--- src/rtl/if_pc_stage_pkg.sv ---
// Shared constants and PC-source encoding for the instruction-fetch front end.
// Also used by the hazard unit and by bench monitors.
package if_pc_stage_pkg;

  localparam logic [31:0] RESET_PC = 32'h8000_0000;
  localparam logic [31:0] ILLOP_PC = 32'h8000_0004;
  localparam logic [31:0] XADR_PC  = 32'h8000_0008;

  typedef enum logic [2:0] {
    PC_SEQ   = 3'd0,
    PC_BR    = 3'd1,
    PC_ILLOP = 3'd2,
    PC_JR    = 3'd3,
    PC_J     = 3'd4,
    PC_IRQ   = 3'd5,
    PC_HOLD  = 3'd6
  } pc_src_e;

  // Bit 31 is the kernel-mode bit: the increment wraps within the low 31 bits.
  function automatic logic [31:0] pc_plus4(input logic [31:0] pc);
    return {pc[31], pc[30:0] + 31'd4};
  endfunction

endpackage

--- src/rtl/if_next_pc_sel.sv ---
// Combinational next-PC priority mux with flush and exception-save controls.
// Exactly one source wins each cycle; all others are ignored.
module if_next_pc_sel
  import if_pc_stage_pkg::*;
#(
  parameter logic [31:0] ILLOP_PC = if_pc_stage_pkg::ILLOP_PC,
  parameter logic [31:0] XADR_PC  = if_pc_stage_pkg::XADR_PC
) (
  input  logic [31:0] pc,
  input  logic        irq_pending,
  input  logic        pc_write,
  input  logic        branch_taken,
  input  logic [31:0] branch_target,
  input  logic        jump,
  input  logic        jr,
  input  logic        illop,
  input  logic [31:0] id_next_pc,
  input  logic [25:0] jt,
  input  logic [31:0] jr_target,
  output logic [31:0] seq_pc,
  output logic [31:0] next_pc,
  output pc_src_e     pc_src,
  output logic        if_id_flush_n,
  output logic        id_ex_flush,
  output logic        exc_save,
  output logic [31:0] epc
);

  assign seq_pc = pc_plus4(pc);

  always_comb begin
    next_pc       = seq_pc;
    pc_src        = PC_SEQ;
    if_id_flush_n = 1'b1;
    id_ex_flush   = 1'b0;
    exc_save      = 1'b0;
    epc           = '0;

    // A resolved branch overrides a load-use stall.
    if (branch_taken) begin
      next_pc       = branch_target;
      pc_src        = PC_BR;
      if_id_flush_n = 1'b0;
      id_ex_flush   = 1'b1;
    end else if (illop && pc_write) begin
      next_pc       = ILLOP_PC;
      pc_src        = PC_ILLOP;
      if_id_flush_n = 1'b0;
      id_ex_flush   = 1'b1;
      exc_save      = 1'b1;
      epc           = id_next_pc;
    end else if (jr && pc_write) begin
      // Kernel bit survives only if the jumping instruction was itself in kernel.
      next_pc       = {jr_target[31] & id_next_pc[31], jr_target[30:0]};
      pc_src        = PC_JR;
      if_id_flush_n = 1'b0;
    end else if (jump && pc_write) begin
      next_pc       = {id_next_pc[31:28], jt, 2'b00};
      pc_src        = PC_J;
      if_id_flush_n = 1'b0;
    end else if (irq_pending && !pc[31] && pc_write) begin
      // The instruction being fetched is discarded and re-executed on return.
      next_pc       = XADR_PC;
      pc_src        = PC_IRQ;
      if_id_flush_n = 1'b0;
      exc_save      = 1'b1;
      epc           = pc;
    end else if (!pc_write) begin
      next_pc       = pc;
      pc_src        = PC_HOLD;
    end
  end

endmodule

--- src/rtl/if_pc_stage.sv ---
// Instruction-fetch front end: owns the PC and the pending-interrupt latch.
// All outputs besides the two registers are combinational.
module if_pc_stage
  import if_pc_stage_pkg::*;
#(
  parameter logic [31:0] RESET_PC = if_pc_stage_pkg::RESET_PC,
  parameter logic [31:0] ILLOP_PC = if_pc_stage_pkg::ILLOP_PC,
  parameter logic [31:0] XADR_PC  = if_pc_stage_pkg::XADR_PC
) (
  input  logic        clk,
  input  logic        reset,
  input  logic        iPC_Write,
  input  logic        iBranchTaken,
  input  logic [31:0] iBranchTarget,
  input  logic        iJump,
  input  logic        iJR,
  input  logic        iIllop,
  input  logic [31:0] iIDNextPC,
  input  logic [25:0] iJT,
  input  logic [31:0] iJRTarget,
  input  logic        iIRQ,
  input  logic [31:0] iInstrMem,
  output logic [31:0] oPC,
  output logic [31:0] oNextPC,
  output logic [31:0] oInstruction,
  output logic        oIF_ID_Flush_n,
  output logic        oID_EX_Flush,
  output logic        oExcSave,
  output logic [31:0] oEPC,
  output logic        oIRQAck
);

  logic [31:0] pc;
  logic [31:0] next_pc;
  logic        irq_pending;
  pc_src_e     pc_src;

  if_next_pc_sel #(
    .ILLOP_PC (ILLOP_PC),
    .XADR_PC  (XADR_PC)
  ) u_sel (
    .pc            (pc),
    .irq_pending   (irq_pending),
    .pc_write      (iPC_Write),
    .branch_taken  (iBranchTaken),
    .branch_target (iBranchTarget),
    .jump          (iJump),
    .jr            (iJR),
    .illop         (iIllop),
    .id_next_pc    (iIDNextPC),
    .jt            (iJT),
    .jr_target     (iJRTarget),
    .seq_pc        (oNextPC),
    .next_pc       (next_pc),
    .pc_src        (pc_src),
    .if_id_flush_n (oIF_ID_Flush_n),
    .id_ex_flush   (oID_EX_Flush),
    .exc_save      (oExcSave),
    .epc           (oEPC)
  );

  assign oIRQAck      = (pc_src == PC_IRQ);
  assign oPC          = pc;
  assign oInstruction = iInstrMem;

  // A new request in the same cycle as a take keeps the latch set.
  always_ff @(posedge clk or negedge reset) begin
    if (!reset) begin
      pc          <= RESET_PC;
      irq_pending <= 1'b0;
    end else begin
      pc          <= next_pc;
      irq_pending <= (irq_pending & ~oIRQAck) | iIRQ;
    end
  end

endmodule
--- config.mk ---
export PLATFORM = sky130hd
export DESIGN_NAME = if_pc_stage
export DESIGN_NICKNAME = d
export VERILOG_FILES = /design/src/rtl/if_pc_stage_pkg.sv /design/src/rtl/if_next_pc_sel.sv /design/src/rtl/if_pc_stage.sv
export SDC_FILE = /design/constraint.sdc
export NUM_CORES = 1
export LEC_CHECK = 0
export CAP_MARGIN = 20
export CORE_ASPECT_RATIO = 1.5
export CORE_MARGIN = 2
export CORE_UTILIZATION = 25
export DETAILED_ROUTE_END_ITERATION = 10
export PLACE_DENSITY = 0.62
export REMOVE_ABC_BUFFERS = 1
export SLEW_MARGIN = 20
export SYNTH_ARGS = -nofsm -noshare
export SYNTH_HDL_FRONTEND = slang
export SYNTH_SLANG_ARGS = --single-unit
--- constraint.sdc ---
create_clock -name clk -period 2.78 [get_ports clk]
set_clock_uncertainty 0.05 [all_clocks]
set_input_delay 0.695 -clock clk [delete_from_list [all_inputs] [get_ports clk]]
set_output_delay 0.695 -clock clk [all_outputs]
set_load 0.005 [all_outputs]
Word level (Yosys, flattened, before mapping)
Index checks and enable logic that the tools add are counted.
{"block": "classes", "eq_ne": 1, "n_div": 0, "reduce_logical": 8, "muxes": 29, "shift": 0, "bitwise_logic": 4, "magnitude_cmp": 0, "addsub": 1, "multipliers": 0}
{"operator": "32-bit two-way mux", "n": 10}
{"operator": "31-bit by 3-bit adder with 31-bit output, second input constant", "n": 1}
{"operator": "31-bit two-way mux", "n": 1}
{"operator": "3-bit two-way mux", "n": 6}
{"operator": "1-bit two-way mux", "n": 12}
{"operator": "6-bit nonzero test", "n": 1}
{"operator": "1-bit logical AND", "n": 5}
{"operator": "5-bit nonzero test", "n": 1}
{"operator": "3-bit == test, second input constant", "n": 1}
{"operator": "1-bit bitwise AND", "n": 2}
{"operator": "1-bit zero test", "n": 1}
{"operator": "1-bit inverter", "n": 1}
{"operator": "1-bit bitwise OR", "n": 1}
{"block": "word_totals", "ramBits": 0, "rom_bits": 0, "register_bits": 33, "latch_bits": 0, "mem_count": 0, "wordCells": 46, "in_bits": 162, "output_inout_bits": 132}

Depth between registers and ports, before layout
Gate-level depths: netlist of the first run.
{"block": "logic_depth", "word_depth": 12, "ltp_mapped": 8, "ltp_nobuf": 6}

Cells and area by module
A second synthesis of the first run with hierarchy kept.
{"block": "unflattened", "hier_cells": 551, "hier_area_um2": 3676.0}
{"module": "if_next_pc_sel", "seq_area_each_um2": 0.0, "area_each_um2": 2587.5, "instances": 1, "cells_per_inst": 481}
{"module": "if_pc_stage", "seq_area_each_um2": 827.0, "area_each_um2": 1088.5, "instances": 1, "cells_per_inst": 70}

Worst setup path before layout of the first run
OpenSTA, ideal clock, no wires.
{"block": "synth_path", "kind": "input -> output", "startpoint": "input iPC_Write", "endpoint": "output oEPC[11]", "setup_slack_ns": 0.246, "n_path_buf": 4, "arrival_time_ns": 1.789, "cell_stages": 7, "required_time_ns": 2.035, "path_cell_list": "buf_2 > buf_2 > and2_1 > clkbuf_1 > buf_1 > nand2_1 > a21oi_1"}
{"block": "synth_between", "elab_chain_len": 6, "word_cells_on_any_way": 9, "cone_classes": "mux: 5; reduce/logical: 4"}
{"item": "from (decl)", "line_no": "if_pc_stage.sv:12", "source": "input logic iPC_Write,"}
{"item": "1-bit logical AND", "line_no": "if_next_pc_sel.sv:61", "source": "end else if (irq_pending && !pc[31] && pc_write) begin"}
{"item": "32-bit two-way mux", "line_no": "if_next_pc_sel.sv:61"}
{"item": "32-bit two-way mux", "line_no": "if_next_pc_sel.sv:57", "source": "end else if (jump && pc_write) begin"}
{"item": "32-bit two-way mux", "line_no": "if_next_pc_sel.sv:52", "source": "end else if (jr && pc_write) begin"}
{"item": "32-bit two-way mux (*)", "line_no": "if_next_pc_sel.sv:45", "source": "end else if (illop && pc_write) begin"}
{"item": "32-bit two-way mux (*)", "line_no": "if_next_pc_sel.sv:40", "source": "if (branch_taken) begin"}
{"item": "to (decl)", "line_no": "if_pc_stage.sv:29", "source": "output logic [31:0] oEPC,"}
Every way passes the cells marked *; elsewhere a longest branch is shown, timed or not.

Worst setup path in the final report of the first run
{"block": "layout_path", "startpoint": "register pc[11] (netlist: oPC[11])", "endpoint": "output oNextPC[24]"}
{"block": "layout_between", "elab_chain_len": 1}
{"item": "from (decl)", "line_no": "if_pc_stage.sv:33", "source": "logic [31:0] pc;"}
{"item": "from (signal assigned)", "line_no": "if_pc_stage.sv:72", "source": "pc <= next_pc;"}
{"item": "31-bit by 3-bit adder with 31-bit output", "line_no": "if_pc_stage_pkg.sv:21", "source": "return {pc[31], pc[30:0] + 31'd4};"}
{"item": "to (decl)", "line_no": "if_pc_stage.sv:24", "source": "output logic [31:0] oNextPC,"}
No other way between the ends.

==> summary.txt, run 1 <==
Route
  – Vias per cell: 5.27
  – Post-Route WL: 20,800 um
  – Drt first-iter violations: 257
  – DR vias: 5,354
  – Antenna-violating nets left: 0
  – DRC Markers: 0
  – Avg WL per Cell: 20.5 um
  – Iteration count of the initial detailed-routing pass: 5

CTS
  – Clock slew at reported path FFs: approximately 0.05 ns
  – Num CTS Buffers: 5
  – Clock root buffer: clkbuf_16
  – Clock buffer depth: 2
  – Clk_lat worst skew: between 0.2 and 0.3 ns
  – # H-tree levels: 2
  – Clock sinks: 33
  – TritonCTS clock tree: built

Worst setup path
  – Crit. End Element: primary output
  – Biggest cell delay along the critical path: around 0.4 ns
  – Slowest stage cell, crit path: dfrtp_1
  – Crit path launch type: flip-flop
  – Crit Path Class: flip-flop to primary output
  – Critical-path maximum fanout: 4
  – Reg-to-reg setup timing slack: 0.51 ns
  – Crit path arrival time: 2.00 ns
  – Worst path most repeated cell: buf_6
  – CP required: 2.04 ns
  – Crit path cell chain: buf_6 > nand4_4 > buf_6 > buf_6 > nor3_4 > buf_6 > buf_6 > a31oi_4 > or2_4 > buf_6

Timing
  – Max frequency: 0.364 GHz
  – Hold Slack: 0.475 ns
  – RSZ-0062 raised after global routing: yes
  – Worst setup margin: 0.0312 ns
  – Final Max Slew Viols: 0
  – Worst slew pin tran: 0.982 ns
  – Slew margin rel.: 34.3%
  – Final Hold Viols: 0
  – Minimum clock period after layout: about 2.7 ns
  – Final setup violating endpoints: 0
  – Final period util: 98.9%

Yosys
  – Register area share after synthesis: a little over a fifth
  – Yosys Warn Count: 0
  – FF+latch count, synth: 33
  – Post-Synthesis Cells: 542
  – Cell area after synthesis: 0.00379 sq mm
  – Ys async rst share: 100%
  – Syn avg cell area: 6.99 sq um
  – Cell variety after synth: between 60 and 70
  – Number of enable flip-flop cells after synthesis: 0
  – Ys flop type: dfrtp_1

Placed design
  – Placed wire-length estimate: 15,800 um
  – Post-placement cell count: 977
  – Placed inst area: 0.00652 sq mm
  – Pre-CTS WS: -0.625 ns
  – Port Buffers: 229
  – RD Place Congestion: 0.847

Floorplan
  – Core area: 0.0149 sq mm
  – Chip width: 105 um
  – Initial Util: 25.4%
  – Die Ht: between 150 and 200 um
  – Rows: 55
  – I/O pin cnt: 294
  – Die area: 0.0162 sq mm

Layout
  – # fillers: 1,471
  – Antenna cells: 0
  – Design Area, Final: ~0.0072 sq mm
  – Post-route insts no fill: just over 1,000
  – Commonest cells after routing, fill and taps aside: clkdlybuf4s50_1 (165), buf_4 (98), nand2_1 (94)
  – Final #Nets: 979
  – Share of cells above drive strength 1: 25.2%
  – Post-synthesis to final-layout area growth: 89.3%
  – Most common cell after layout, fill and taps aside: clkdlybuf4s50_1

Status
  – Outcome: finished, final reports clean

GRT
  – Gr ovfl total: 0
  – Pin count of the biggest net entering global routing: 36
  – Number of global-route vias before repair: 5,475
  – Initial antenna violation count: 0
  – Overall routing resource usage: 24.4%
  – First-pass GRT wire length: 30,600 um

Min path
  – HP Class: input port to asynchronous set/reset pin

Pwr
  – Lkg Pwr: 0.00319 uW
  – Worst vdd ir: 0.219 mV
  – Pwr Density: 307 mW/mm^2

Run
  – # Max-Cap Violations: 0
==> registers in the layout, summed over array words and instances, names as in the netlist <==
name / count
oPC: 32
irq_pending: 1
==> report_power, final <==
part / switching, uW / internal [uW]
logic: 471 / 609
registers: 51.4 / 528
clock network: 212 / 334
total: 735 / 1470
==> through the flow <==
stage | power (uW) | TNS, ns | util, %
2_1_floorplan | 889 | -0.214 | -
3_3_place_gp | 1590 | -21.77 | 43.7
3_5_place_dp | 1600 | -21.86 | 43.7
4_1_cts | 2190 | -1.19 | 46.2
5_1_grt | 2330 | -0.266 | 48.1
6_report | 2210 | 0 | 48.1
==> path summary, 6_finish.rpt <==
check	to	startpoint	cells past startpoint
worst max-delay path	oNextPC[24]	oPC[11]	10
worst min-delay path	oPC[19]	reset	1
worst max register to register	oPC[30]	oPC[11]	12
worst min register to register	irq_pending	irq_pending	2
max in group asynchronous	oPC[5]	reset	1
min in group clk	irq_pending	irq_pending	2
==> critical path: cells and delay by family, from the launching register on <==
family                 cells  cell delay [ns]
and+or+nand+nor            3             0.51
DFF                        1             0.41
AOI/OAI and AO/OA          1             0.07
buffers and inverters      6             0.75
==> cells in the mapped netlist, types with 5 or more instances <==
cell type	count	area share (%)
nand2_1	97	9.6
a21oi_1	79	10
o21ai_0	40	5.3
buf_4	37	7.3
dfrtp_1	32	21
clkbuf_1	25	2.5
nor2_1	19	1.9
inv_1	16	1.6
nor3b_1	15	3.0
xnor2_1	13	3.0
nand3_1	12	1.6
a211oi_1	8	1.6
a221oi_1	8	1.8
nor3_1	8	1.1
xor2_1	8	1.8
and2_1	7	1.2
buf_2	7	0.92
a221o_1	6	1.6
a31oi_1	6	0.99
and4_1	6	1.4
buf_1	6	0.59
o21a_1	6	1.2
a21o_1	5	0.99
nand4_1	5	0.83
nor4_1	5	0.83
==> kinds of logic after synthesis <==
group	count (synthesis)	synth area share (%)
mux	1	0.297
fa+ha+maj	1	0.330
compound gates	185	29.7
flops	33	21.8
xor+xnor	21	4.85
simple gates	205	28.8
buf+inv	96	14.2
==> layer usage <==
layer | vias to the layer above | global-route usage, % | routed length (um)
met5 | - | 3.42 | 79
met4 | 2 | 8.43 | 690
met3 | 44 | 7.04 | 1770
met2 | 285 | 42.2 | 10200
met1 | 2571 | 28.3 | 8060
li1 | 2452 | - | -
==> cell type report <==
class,instances,area [sq um],share of cell area [%]
repair buffers,347,3170,44.2
multi-input cells,413,2730,38.0
flip-flops and latches,33,830,11.6
well taps,199,249,3.47
clock buffers,8,136,1.90
inverters,16,60.1,0.837
==> repair_timing <==
item / 4_1_cts / 5_1_grt
endpoints found under the setup margin: 58 / 31
hold endpoints to repair: 0 / 0
cloned: 1 / 0
pin swaps: 17 / 19
buffers inserted: 15 / 17
hold buffers: 0 / 0
resized for setup: 151 / 58
Note: power is estimated with default switching activity, not from simulation.
==> run 2, diff against run 1 <==
CORE_ASPECT_RATIO = not set   (was 1.5)
CTS_CLUSTER_SIZE = 8   (was not set)
==> run 2 against run 1 <==
  * The flow now finishes with violations (setup timing)
  * Clock power rose by 4.4%
  * Setup slack got worse by 0.25 ns
  * Largest cell class unchanged
  * Critical endpoint is now oNextPC[25]
  * Combinational power barely moved
  * Critical path type unchanged
  * Design area fell by 0.47%
  * Utilization fell by 0.54 points
==> summary.txt, run 2 (synthesis gave the netlist of run 1 again) <==
Status
  – Outcome: finished with violations
  – Violated checks: setup timing

Layout
  – Design Area, Final: 0.00714 sq mm
  – Final #Nets: 975
  – Max reg flops: 32
  – Share of cells above drive strength 1: 23.0%
  – # fillers: 1,464
  – Most common cell after layout, fill and taps aside: clkdlybuf4s50_1
  – Area occupied by registers: 832 sq um
  – Post-layout util: between 40% and 50%
  – Post-synthesis to final-layout area growth: 88.4%
  – Commonest cells after routing, fill and taps aside: clkdlybuf4s50_1 (176), buf_4 (100), nand2_1 (94)
  – Area of the multi-input gates: 0.00270 sq mm
  – Antenna cells: 0

Floorplan
  – Core area: 0.0150 sq mm
  – Rows: 45
  – Die Ht: 127 um
  – Chip width: 127 um
  – Die area: 0.0162 sq mm
  – I/O pin cnt: around 290
  – Initial Util: roughly a quarter

Worst setup path
  – Crit path launch type: flip-flop
  – Critical-path maximum fanout: 6
  – Crit path arrival time: 2.25 ns
  – Slowest stage cell, crit path: dfrtp_1
  – Biggest cell delay along the critical path: 0.50 ns
  – Crit. End Element: primary output
  – Crit path cell chain: and4_4 > nand3_4 > o31a_1 > or2_1 > clkdlybuf4s50_1
  – FF-to-FF Start: oPC[12]
  – Crit Path Class: flip-flop to primary output
  – Setup crit start: oPC[4]
  – CP required: approximately 2.0 ns

CTS
  – Clock buffer depth: 2
  – Cts hold-fix bufs: 0
  – Clock slew at reported path FFs: ~0.060 ns
  – Num CTS Buffers: 5
  – Clock sinks: 33
  – TritonCTS clock tree: built
  – Clk_lat worst skew: 0.28 ns
  – # H-tree levels: 2
  – Clock root buffer: clkbuf_16

Run
  – # Max-Cap Violations: 0

Placed design
  – RD Place Congestion: 0.898
  – Placed inst area: around 0.0066 sq mm
  – Placed wire-length estimate: 16,100 um
  – Pre-CTS WS: -0.720 ns
  – Port Buffers: around 230

Pwr
  – Sw frac: approximately a third
  – Pwr Density: 312 mW/mm^2
  – Worst vdd ir: 0.180 mV
  – Sw Pwr: around 740 uW
  – Logic pwr share: between 40% and 50%
  – Clk pwr share: 25.6%
  – Register share of total power: 26.5%
  – Lkg Pwr: about 0.0031 uW
  – P_int: 1490 uW

Route
  – Vias per cell: 5.25
  – DRC Markers: 0
  – Antenna-violating nets left: 0
  – Post-Route WL: 21,200 um
  – DR vias: around 5,300
  – Iteration count of the initial detailed-routing pass: 5
  – Avg WL per Cell: 21.2 um
  – Drt first-iter violations: 373

Timing
  – Max frequency: 0.334 GHz
  – Slew margin rel.: 27.0%
  – RSZ-0062 raised after global routing: yes
  – Final period util: 108%
  – Worst setup margin: -0.218 ns
  – Minimum clock period after layout: between 2 and 3 ns
  – Worst slew pin tran: 1.09 ns
  – Final Hold Viols: 0
  – Final setup violating endpoints: 10
  – Final Max Slew Viols: 0

GRT
  – Gr ovfl total: 0
  – Overall routing resource usage: 25.1%
  – Pin count of the biggest net entering global routing: 58
  – First-pass GRT wire length: 31,100 um
  – Initial antenna violation count: 0
  – Number of global-route vias before repair: 5,283

Min path
  – HP Class: input port to asynchronous set/reset pin
[run 2: cell count changes in the layout (fill, tap and decap cells not counted), sizes merged]
cell | previous run | this run
clkbuf | 14 | 8
clkdlybuf4s50 | 165 | 176
buf | 135 | 123
dlymetal6s2s | 9 | 2
clkdlybuf4s15 | 9 | 3
dlygate4sd2 | 23 | 38
[run 2: worst paths after layout]
kind / endpoint / slack (ns) / depth (start not counted)
max: oNextPC[25] / -0.22 / 5
min: oPC[8] / 0.47 / 1
max reg2reg: oPC[16] / 0.66 / 8
min reg2reg: irq_pending / 0.51 / 2
max in group asynchronous: oPC[10] / 1.62 / 1
min in group clk: irq_pending / 0.51 / 2
[run 2: what timing repair did]
item                                    in CTS  in global routing
setup buffers                               15                  9
pin swaps                                   14                  8
endpoints found under the setup margin      58                 41
endpoints found under the hold margin        0                  0
gates resized for setup                    117                 27
cloned                                       1                  0
[run 2: layout make-up]
cell class	instances	share of cell area, %
inverters	16	0.841
multi-input cells	413	37.8
well taps	188	3.29
repair buffers	343	44.4
flip-flops and latches	33	11.6
clock buffers	7	2.00
[run 2: worst max-delay path: cells and delay by family, from the launching register on]
family | cells | cell delay [ns]
DFF | 1 | 0.50
and+or+nand+nor | 3 | 0.69
AOI/OAI and AO/OA | 1 | 0.34
buffers and inverters | 1 | 0.45
[run 2: power groups by stage]
| stage | clock network, uW | logic, uW | registers, uW |
|---|---|---|---|
| detailed placement | 0 | 1020 | 589 |
| finish | 570 | 1070 | 590 |
| global placement | 0 | 1010 | 587 |
| CTS | 581 | 1040 | 585 |
| global route | 596 | 1140 | 597 |
| floorplan | 0 | 274 | 616 |
[run 2: through the flow]
step	TNS, ns	power (uW)	cells	hold WS, ns
2_1_floorplan	-0.214	889	462	0.349
3_3_place_gp	-22.84	1600	969	0.504
3_5_place_dp	-23.77	1610	969	0.498
4_1_cts	-1.69	2210	991	0.484
5_1_grt	-3.11	2340	1000	0.529
6_report	-1.37	2230	1000	0.469
[run 2: routing by layer]
| metal | track usage [%] | share of wire [%] |
|---|---|---|
| met5 | 4.02 | 0.34 |
| met4 | 5.88 | 1.6 |
| met3 | 8.04 | 9.5 |
| met2 | 39.7 | 46 |
| met1 | 33.2 | 42 |
